$ cat src/rtl/bf_bus_pkg.sv
// bf_bus_pkg: shared FSM states, op encoding and width constants for the brainfuck bus responder.
package bf_bus_pkg;
  localparam int BYTE_W          = 8;
  localparam int MAX_WAIT_STATES = 15;
  localparam int WAIT_W          = $clog2(MAX_WAIT_STATES + 1);
  typedef enum logic [1:0] {ST_IDLE, ST_MEM_WAIT, ST_ACK} state_t;
  // {space, dir}: space 0=RAM 1=IO, dir 0=read 1=write
  typedef enum logic [1:0] {
    OP_MEM_RD = 2'b00,
    OP_MEM_WR = 2'b01,
    OP_IO_RD  = 2'b10,
    OP_IO_WR  = 2'b11
  } op_t;
endpackage

$ cat src/rtl/bf_sync_fifo.sv
// bf_sync_fifo: synchronous FIFO with extra-MSB wrap pointers; push ignored when full, pop ignored when empty.
module bf_sync_fifo #(
  parameter int WIDTH = 8,
  parameter int DEPTH = 4
) (
  input  logic             clk,
  input  logic             rst_n,
  input  logic             i_push,
  input  logic [WIDTH-1:0] i_data,
  input  logic             i_pop,
  output logic [WIDTH-1:0] o_head,
  output logic             o_full,
  output logic             o_empty
);
  localparam int AW = $clog2(DEPTH);
  logic [AW:0]      r_wp, r_rp;
  logic [WIDTH-1:0] r_mem [DEPTH];
  logic             w_push, w_pop;
  assign o_empty = r_wp == r_rp;
  assign o_full  = (r_wp[AW] != r_rp[AW]) && (r_wp[AW-1:0] == r_rp[AW-1:0]);
  assign w_push  = i_push && !o_full;
  assign w_pop   = i_pop && !o_empty;
  assign o_head  = r_mem[r_rp[AW-1:0]];
  always_ff @(posedge clk or negedge rst_n)
    if (!rst_n) begin
      r_wp <= '0;
      r_rp <= '0;
    end else begin
      if (w_push) r_wp <= r_wp + 1'b1;
      if (w_pop) r_rp <= r_rp + 1'b1;
    end
  always_ff @(posedge clk)
    if (w_push) r_mem[r_wp[AW-1:0]] <= i_data;
endmodule

$ cat src/rtl/bf_bus_responder.sv
// bf_bus_responder: data RAM plus RX/TX byte FIFOs behind the CPU rd/wr/mreq/ioreq/ready bus.
// BF_BUS_PROTOCOL_CHECK_EN: acknowledge illegal requests with no side effect and raise sticky err_o.
module bf_bus_responder
  import bf_bus_pkg::*;
#(
  parameter int DATA_ADDR_WIDTH = 8,
  parameter int FIFO_DEPTH      = 4,
  parameter int WAIT_STATES     = 1
) (
  input  logic                       clk,
  input  logic                       rst_n,
  input  logic [DATA_ADDR_WIDTH-1:0] addr_i,
  input  logic [BYTE_W-1:0]          data_i,
  output logic [BYTE_W-1:0]          data_o,
  input  logic                       rd,
  input  logic                       wr,
  input  logic                       mreq,
  input  logic                       ioreq,
  output logic                       ready,
  input  logic [BYTE_W-1:0]          rx_data,
  input  logic                       rx_valid,
  output logic                       rx_ready,
  output logic [BYTE_W-1:0]          tx_data,
  output logic                       tx_valid,
  input  logic                       tx_ready
`ifdef BF_BUS_PROTOCOL_CHECK_EN
  ,
  output logic                       err_o
`endif
);
  localparam logic [WAIT_W-1:0] WAIT_INIT = WAIT_W'(WAIT_STATES == 0 ? 0 : WAIT_STATES - 1);
  state_t                     r_state;
  op_t                        r_op;
  logic                       r_nop, r_ready;
  logic [WAIT_W-1:0]          r_cnt;
  logic [DATA_ADDR_WIDTH-1:0] r_addr;
  logic [BYTE_W-1:0]          r_data;
  logic [BYTE_W-1:0]          r_mem [2**DATA_ADDR_WIDTH];
  logic w_legal, w_mem_req, w_io_rd, w_io_wr, w_ack;
  logic w_rx_pop, w_rx_full, w_rx_empty, w_tx_push, w_tx_full, w_tx_empty, w_ram_we;
  logic [BYTE_W-1:0] w_rx_head;
  assign w_legal   = (mreq ^ ioreq) && (rd ^ wr);
  assign w_mem_req = w_legal && mreq;
  assign w_io_rd   = w_legal && ioreq && rd;
  assign w_io_wr   = w_legal && ioreq && wr;
  // side effects land on the edge that leaves ACK; illegal-request ACKs are inert
  assign w_ack     = (r_state == ST_ACK) && !r_nop;
  assign w_rx_pop  = w_ack && (r_op == OP_IO_RD);
  assign w_tx_push = w_ack && (r_op == OP_IO_WR);
  assign w_ram_we  = w_ack && (r_op == OP_MEM_WR);
  assign ready     = r_ready;
  assign data_o    = r_data;
  assign rx_ready  = !w_rx_full;
  assign tx_valid  = !w_tx_empty;
`ifdef BF_BUS_PROTOCOL_CHECK_EN
  logic r_err, w_illegal;
  assign w_illegal = (mreq || ioreq) && !w_legal;
  assign err_o     = r_err;
`endif
  always_ff @(posedge clk or negedge rst_n)
    if (!rst_n) begin
      r_state <= ST_IDLE;
      r_op    <= OP_MEM_RD;
      r_nop   <= 1'b0;
      r_ready <= 1'b0;
      r_cnt   <= '0;
      r_addr  <= '0;
      r_data  <= '0;
`ifdef BF_BUS_PROTOCOL_CHECK_EN
      r_err   <= 1'b0;
`endif
    end else begin
      r_ready <= 1'b0;
      case (r_state)
        ST_IDLE: begin
          r_nop  <= 1'b0;
          r_addr <= addr_i;
          r_op   <= op_t'({ioreq, wr});
          if (w_mem_req) begin
            if (WAIT_STATES == 0) begin
              r_state <= ST_ACK;
              r_ready <= 1'b1;
              if (rd) r_data <= r_mem[addr_i];
            end else begin
              r_state <= ST_MEM_WAIT;
              r_cnt   <= WAIT_INIT;
            end
          end else if (w_io_rd && !w_rx_empty) begin
            r_state <= ST_ACK;
            r_ready <= 1'b1;
            r_data  <= w_rx_head;
          end else if (w_io_wr && !w_tx_full) begin
            r_state <= ST_ACK;
            r_ready <= 1'b1;
          end
`ifdef BF_BUS_PROTOCOL_CHECK_EN
          else if (w_illegal) begin
            r_state <= ST_ACK;
            r_ready <= 1'b1;
            r_nop   <= 1'b1;
            r_data  <= '0;
            r_err   <= 1'b1;
          end
`endif
        end
        ST_MEM_WAIT: begin
          if (!w_mem_req) r_state <= ST_IDLE;
          else if (r_cnt == '0) begin
            r_state <= ST_ACK;
            r_ready <= 1'b1;
            if (r_op == OP_MEM_RD) r_data <= r_mem[r_addr];
          end else r_cnt <= r_cnt - 1'b1;
        end
        default: r_state <= ST_IDLE;
      endcase
    end
  always_ff @(posedge clk)
    if (w_ram_we) r_mem[r_addr] <= data_i;
  bf_sync_fifo #(.WIDTH(BYTE_W), .DEPTH(FIFO_DEPTH)) u_rx (
    .clk(clk), .rst_n(rst_n), .i_push(rx_valid), .i_data(rx_data), .i_pop(w_rx_pop),
    .o_head(w_rx_head), .o_full(w_rx_full), .o_empty(w_rx_empty)
  );
  bf_sync_fifo #(.WIDTH(BYTE_W), .DEPTH(FIFO_DEPTH)) u_tx (
    .clk(clk), .rst_n(rst_n), .i_push(w_tx_push), .i_data(data_i), .i_pop(tx_ready),
    .o_head(tx_data), .o_full(w_tx_full), .o_empty(w_tx_empty)
  );
endmodule

$ cat config.mk
export PLATFORM = sky130hd
export DESIGN_NAME = bf_bus_responder
export DESIGN_NICKNAME = d
export VERILOG_FILES = /design/src/rtl/bf_bus_pkg.sv /design/src/rtl/bf_sync_fifo.sv /design/src/rtl/bf_bus_responder.sv
export SDC_FILE = /design/constraint.sdc
export NUM_CORES = 2
export LEC_CHECK = 0
export BUFFER_PORTS_ARGS = -buffer_cell sky130_fd_sc_hd__buf_2
export CAP_MARGIN = 20
export CORE_MARGIN = 4
export CORE_UTILIZATION = 50
export DETAILED_ROUTE_END_ITERATION = 7
export PLACE_DENSITY = 0.69
export SYNTH_ARGS = -nofsm -noshare
export SYNTH_HDL_FRONTEND = slang
export SYNTH_SLANG_ARGS = --single-unit
$ cat constraint.sdc
create_clock -name clk -period 7 [get_ports clk]
set_input_delay 0.7 -clock clk [delete_from_list [all_inputs] [get_ports clk]]
set_output_delay 0.7 -clock clk [all_outputs]
set_load 0.02 [all_outputs]
# Word level (Yosys, flattened, before mapping)
# Memory sizes are Yosys's and may differ from the RTL's.
# Index checks and enable logic that the tools add are counted.
# W data, S select, Z words.
[op_classes]
addsub = 5
n_bitwise = 2
n_eq_ne = 20
mux = 28
n_reduce_logical = 27
[op_table]
columns = ["operator", "count"]
rows = [
  ["$mux W8", 5],
  ["$logic_and A1 B1 Y1", 16],
  ["$pmux W8 S2", 1],
  ["$ne A2 B2 Y1 const B", 7],
  ["$add A3 B1 Y3 const B", 4],
  ["$mux W4", 3],
  ["$mux W1", 11],
  ["$mux W2", 5],
  ["$pmux W4 S2", 1],
  ["$eq A2 B2 Y1 const B", 3],
  ["$eq A3 B3 Y1", 2],
  ["$reduce_and A6 Y1", 1],
  ["$eq A2 B1 Y1 const B", 2],
  ["$eq A2 B2 Y1", 2],
  ["$logic_not A1 Y1", 4],
  ["$logic_not A2 Y1", 2],
  ["$logic_not A4 Y1", 1],
  ["$ne A4 B4 Y1 const B", 1],
  ["$pmux W2 S2", 1],
  ["$reduce_and A4 Y1", 1],
  ["$sub A4 B1 Y4 const B", 1],
  ["$ne A3 B3 Y1 const B", 1],
  ["$ne A1 B1 Y1", 2],
  ["$pmux W1 S2", 1],
  ["other kinds (3)", 4],
]
[totals]
wordCells = 95
in_bits = 32
n_memories = 3
output_inout_bits = 19
ff_bits = 37
mem_bits_rw = 2112
[memory_table]
columns = ["memory", "words", "width", "rd", "rd_clocked_by_memory_dff", "wr", "line", "text"]
rows = [
  ["r_mem", 256, 8, 1, 0, 1, "bf_bus_responder.sv:38", "logic [BYTE_W-1:0] r_mem [2**DATA_ADDR_WIDTH];"],
  ["u_rx.r_mem", 4, 8, 1, 0, 1, "bf_sync_fifo.sv:17", "logic [WIDTH-1:0] r_mem [DEPTH];"],
  ["u_tx.r_mem", 4, 8, 1, 0, 1, "bf_sync_fifo.sv:17", ""],
]

# Longest topological paths before layout
[logic_depth]
ltp_word = 9
mapped_depth = 13
mapped_depth_nobuf = 9

# Cells and area by module
# A second synthesis with hierarchy kept.
[hier_totals]
hier_cells = 4099
hier_area_um2 = 83744.1
[by_module_without_submodules]
columns = ["mod", "n_inst", "area_each_um2", "cells_per_inst", "seq_area_each_um2"]
rows = [
  ["bf_bus_responder", 1, 80375.8, 3913, 62124.6],
  ["bf_sync_fifo", 2, 1684.1, 93, 1111.1],
]

# Worst setup path after synthesis
# No wires, ideal clock.
[synth_path]
path_kind = "flip-flop to flip-flop"
start = "reg r_addr[0]"
end = "mem r_mem[234][0], enable pin"
slack_ps = 4124
t_required_ps = 6629
path_buffers = 8
synth_period_minus_slack_ps = 2876
setup_ps = 371
arrival_ps = 2506
stages_incl_launch_ff = 12
cell_sequence = "dfrtp_1 -> buf_6 -> buf_12 -> buf_6 -> buf_4 -> buf_6 -> buf_6 -> buf_2 -> nor3_1 -> nand2_1 -> buf_2 -> nor2_1"
[synth_lines]
columns = ["item", "line", "text"]
rows = [
  ["start: declaration", "bf_bus_responder.sv:36", "logic [DATA_ADDR_WIDTH-1:0] r_addr;"],
  ["start signal: assignment", "bf_bus_responder.sv:77", "r_addr <= addr_i;"],
  ["end: declaration", "bf_bus_responder.sv:38", ""],
]
# Straight into the memory's write port.

# Final worst setup path
[layout_path]
start = "reg r_addr[3]"
end = "reg r_data[4], in the netlist data_o[4]"
[layout_via]
elab_chain_len = 5
[layout_rtl]
columns = ["item", "line", "text"]
rows = [
  ["$mem_v2 Z256 W8", "-", ""],
  ["$mux W8", "bf_bus_responder.sv:111", "if (r_op == OP_MEM_RD) r_data <= r_mem[r_addr];"],
  ["$mux W8", "bf_bus_responder.sv:108", "else if (r_cnt == '0) begin"],
  ["$mux W8", "bf_bus_responder.sv:107", "if (!w_mem_req) r_state <= ST_IDLE;"],
  ["$pmux W8 S2", "bf_bus_responder.sv:74", "case (r_state)"],
  ["end signal: assignment", "bf_bus_responder.sv:83", "if (rd) r_data <= r_mem[addr_i];"],
  ["end signal: assignment", "bf_bus_responder.sv:91", "r_data <= w_rx_head;"],
  ["end signal: assignment", "bf_bus_responder.sv:111", ""],
  ["end: declaration", "bf_bus_responder.sv:37", "logic [BYTE_W-1:0] r_data;"],
]
# No other way between the ends. The select of a mux whose other input is x is not followed.
# A chain may end at the register's enable or synchronous reset.

==> flow_metrics.tcl <==
set metrics [dict create \
    fin_setup_tns_ps 0 \
    sw_frac_of_total_pct 25.2 \
    grtUsageTotal_pct 24.5 \
    top_layer_used "met5" \
    fmax_mhz 231 \
    wl_met2_mm 99.7 \
    wl_per_cell_um 32.3 \
    hold_buffers 1 \
    drtIter0Drc 6641 \
    cts_tree "built" \
    worstSetupStartpointType "flop" \
    ys_ff_latch 2149 \
    clk_pin_slew_ps 70 \
    drv_cap 0 \
    hpwl_mm 130 \
    clock_latency_ps 870 \
    min_to "u_rx.r_mem[2][7]" \
    outcome "finished clean" \
    pwr-share-comb_pct 12.5 \
    drc_errors 0 \
    setup.worst_path.end_class "flop" \
    cpMaxStageDelayCell "dfrtp_4" \
    hold_class "in2reg" \
    synth_fp_nets 4168 \
    synth_cells 4125 \
    critical_path.cell_chain "buf_12, buf_4, mux4_2, nor3_1, a311o_1, a221oi_1, nor3_1, or4_1, a31oi_1" \
    drive_above_1_share_pct 21.2 \
    wl_mm 214 \
    synth_async_sr_flop_share_pct 1.72 \
    setup_viol 0 \
    yosysWarnings 0 \
    synth_top_area_cell "edfxtp_1" \
    dr_total_vias 42800 \
    synth_edf_count 2112 \
    rsz0062_at_grt "no" \
    drt.antenna.violating_nets 0 \
    p_seq_share_pct 49.3 \
    via_per_inst 6.45 \
    synth_area_per_cell_um2 20.5 \
    postCtsSetupBuffers 0 \
    portBuffers 50 \
    dpl.cell_count 6232 \
    slowest_delay_ps 800 \
    clock_path_buffers 3 \
    grt_pass1_wl_mm 308 \
    synth_area_mm2 0.0846 \
    worst_slew_pin_slew_ps 1220 \
    grt_pass1_vias 41800 \
    irDropWorstVdd_mv 0.242 \
    rows 150 \
    hold_violations 0 \
    nNetsFinal 4285 \
    power_frac_clock_pct 38.2 \
    relSlewSlack_pct 18.0 \
    p_sw_w 0.00741 \
    holdPathStages 1 \
    worstPathArrival_ps 5100 \
    fp.dieW_um 419 \
    reg2reg_depth 9 \
    wl_met3_mm 22.9 \
    crit_fanout 57 \
    core_area_mm2 0.168 \
    ioPinCount 51 \
    synth_cell_types 82 \
    syn_to_final_growth_pct 10.9 \
    ff2ff_setup_slack_ps 2680 \
    yosysSeqAreaShare_pct 76.1 \
    crit_type "reg2reg" \
    hp-start "rx_data[7]" \
    fp.dieH_um 419 \
    period_share_pct 61.7 \
    cp_common_cell "nor3_1" \
    overflow 0 \
    htreeDepth 4 \
    internal_power_w 0.0220 \
    synth_flop_cell "edfxtp_1" \
    nFillCells 12300 \
    multi_input_area_mm2 0.0184 \
    wl_met1_mm 82.7 \
    fin_skew_ps 54.7 \
    power.density_mw_per_mm2 314 \
    power.leakage_nw 29.4 \
    grt_max_degree 161 \
    layout_min_cycle_time_ps 4320 \
    clock-root-buffer "clkbuf_16" \
    drv_slew 0 \
    synth_top_area_share_pct 75.0 \
    antenna_found_initial 4 \
    regArea_mm2 0.0644 \
    r2r-start "r_addr[3]" \
    layout.cells.non_filler 6630 \
    cts_resized 0 \
    synth_area_leaders "edfxtp_1 75%, mux4_2 12%, mux2i_1 2.4%" \
    regToRegEndpoint "data_o[4]" \
    dr.pass1.iters 6 \
    gp_congestion 0.894 \
    cts_made_buffers 208 \
    worst_ep_required_time_ps 7780 \
    fp.dieArea_mm2 0.176 \
    clock_sinks 2149 \
    start_util_pct 50.5 \
]
power groups by stage:
stage	Sequential, W	Clock [W]	Combinational, W
detailed placement	0.0148	0	0.00365
finish	0.0145	0.0112	0.00368
global route	0.0145	0.0119	0.00386
global placement	0.0148	0	0.00362
floorplan	0.0146	0	0.00249
CTS	0.0145	0.0114	0.00366
logic make-up (layout without fill, tap and decap cells):
family	after synthesis	in the layout	share of synthesized area [%]
mux	684	684	15.1
xor+xnor	17	17	0.176
flops	2149	2149	76.1
simple gates	677	677	3.55
fa+ha+maj	11	11	0.163
buf+inv	260	559	2.14
other cells	0	2	0
compound gates	327	327	2.78
sequential cells by signal (all words and copies together), names as in the netlist:
name        count
u_tx.r_wp       3
r_addr          8
data_o          8
r_state         2
ready           1
u_tx.r_mem     32
r_op            2
u_rx.r_mem     32
u_tx.r_rp       3
r_mem        2048
u_rx.r_wp       3
u_rx.r_rp       3
r_cnt           4
worst max path at each step:
stage                     depth (start not counted)      start            end
after floorplan                                  11  r_addr[0]  r_mem[234][0]
after global placement                            7  r_addr[5]      data_o[3]
after detailed placement                          9  r_addr[3]      data_o[4]
after CTS                                         9  r_addr[3]      data_o[4]
after global routing                              9  r_addr[3]      data_o[4]
final                                             9  r_addr[3]      data_o[4]
stage by stage:
step | total power, W | hold slack (ps) | worst slack [ps] | util (%) | area, um2
after floorplan | 0.0171 | 404 | 4120 | - | 84600
after global placement | 0.0184 | 477 | 2600 | 51.8 | 86800
after detailed placement | 0.0184 | 483 | 2710 | 51.8 | 86800
after CTS | 0.0295 | 4.89 | 2730 | 55.9 | 93700
after global routing | 0.0303 | 37.8 | 2620 | 55.9 | 93700
final | 0.0294 | 67.5 | 2680 | 55.9 | 93700
Yosys cell counts (all sizes together), types with 5 or more instances:
| library cell | n |
|---|---|
| edfxtp | 2112 |
| mux4 | 462 |
| nor2 | 329 |
| mux2i | 203 |
| buf | 185 |
| nand2 | 155 |
| clkbuf | 60 |
| o21ai | 56 |
| nand3 | 41 |
| o22ai | 41 |
| dfrtp | 37 |
| a22oi | 36 |
| a221oi | 31 |
| a21oi | 30 |
| nor3 | 28 |
| nor2b | 27 |
| a211oi | 24 |
| a32oi | 23 |
| mux2 | 19 |
| nor4 | 16 |
| and2 | 13 |
| inv | 13 |
| nand4 | 13 |
| a31oi | 12 |
| and3 | 12 |
| nand2b | 12 |
| ha | 11 |
| o211ai | 11 |
| a22o | 9 |
| xor2 | 9 |
| xnor2 | 8 |
| a311oi | 7 |
| o221ai | 6 |
| a2111oi | 5 |
| or4 | 5 |
layout by cell type (no fill, tap or decap), types with 35 or more instances in the layout:
master / netlist / layout
nand3_1: 41 / 41
nand2_1: 155 / 155
clkinv_2: 0 / 43
buf_2: 60 / 46
mux2i_1: 203 / 203
clkinv_1: 2 / 49
mux4_2: 433 / 433
buf_4: 50 / 84
a22oi_1: 36 / 36
o22ai_1: 41 / 41
edfxtp_1: 2112 / 2112
clkbuf_16: 0 / 211
nor2_1: 329 / 327
o21ai_0: 55 / 55
clkbuf_1: 52 / 35
routing by layer:
| layer | vias up | GRT usage, % |
|---|---|---|
| met2 | 2623 | 37.0 |
| met1 | 22500 | 35.1 |
| li1 | 17300 | - |
| met4 | 2 | 9.05 |
| met3 | 440 | 5.78 |
| met5 | - | 0 |
worst max-delay path: cells and delay by family, from the launching register on:
family                 cells  cell delay [ps]
AOI/OAI and AO/OA          3             1020
muxes                      1              360
and+or+nand+nor            3              820
buffers and inverters      2             1160
DFF                        1              800
cell type report:
cell class                      instances  area share, %
Multi-Input combinational cell       1716           19.7
Inverter                               15         0.0627
Clock inverter                        144           1.53
Timing Repair Buffer                  152           1.33
Sequential cell                      2149           68.7
Tap cell                             2204           2.94
Clock buffer                          248           5.80
Antenna cell                            2        0.00534
Note: power is estimated with default switching activity, not from simulation.
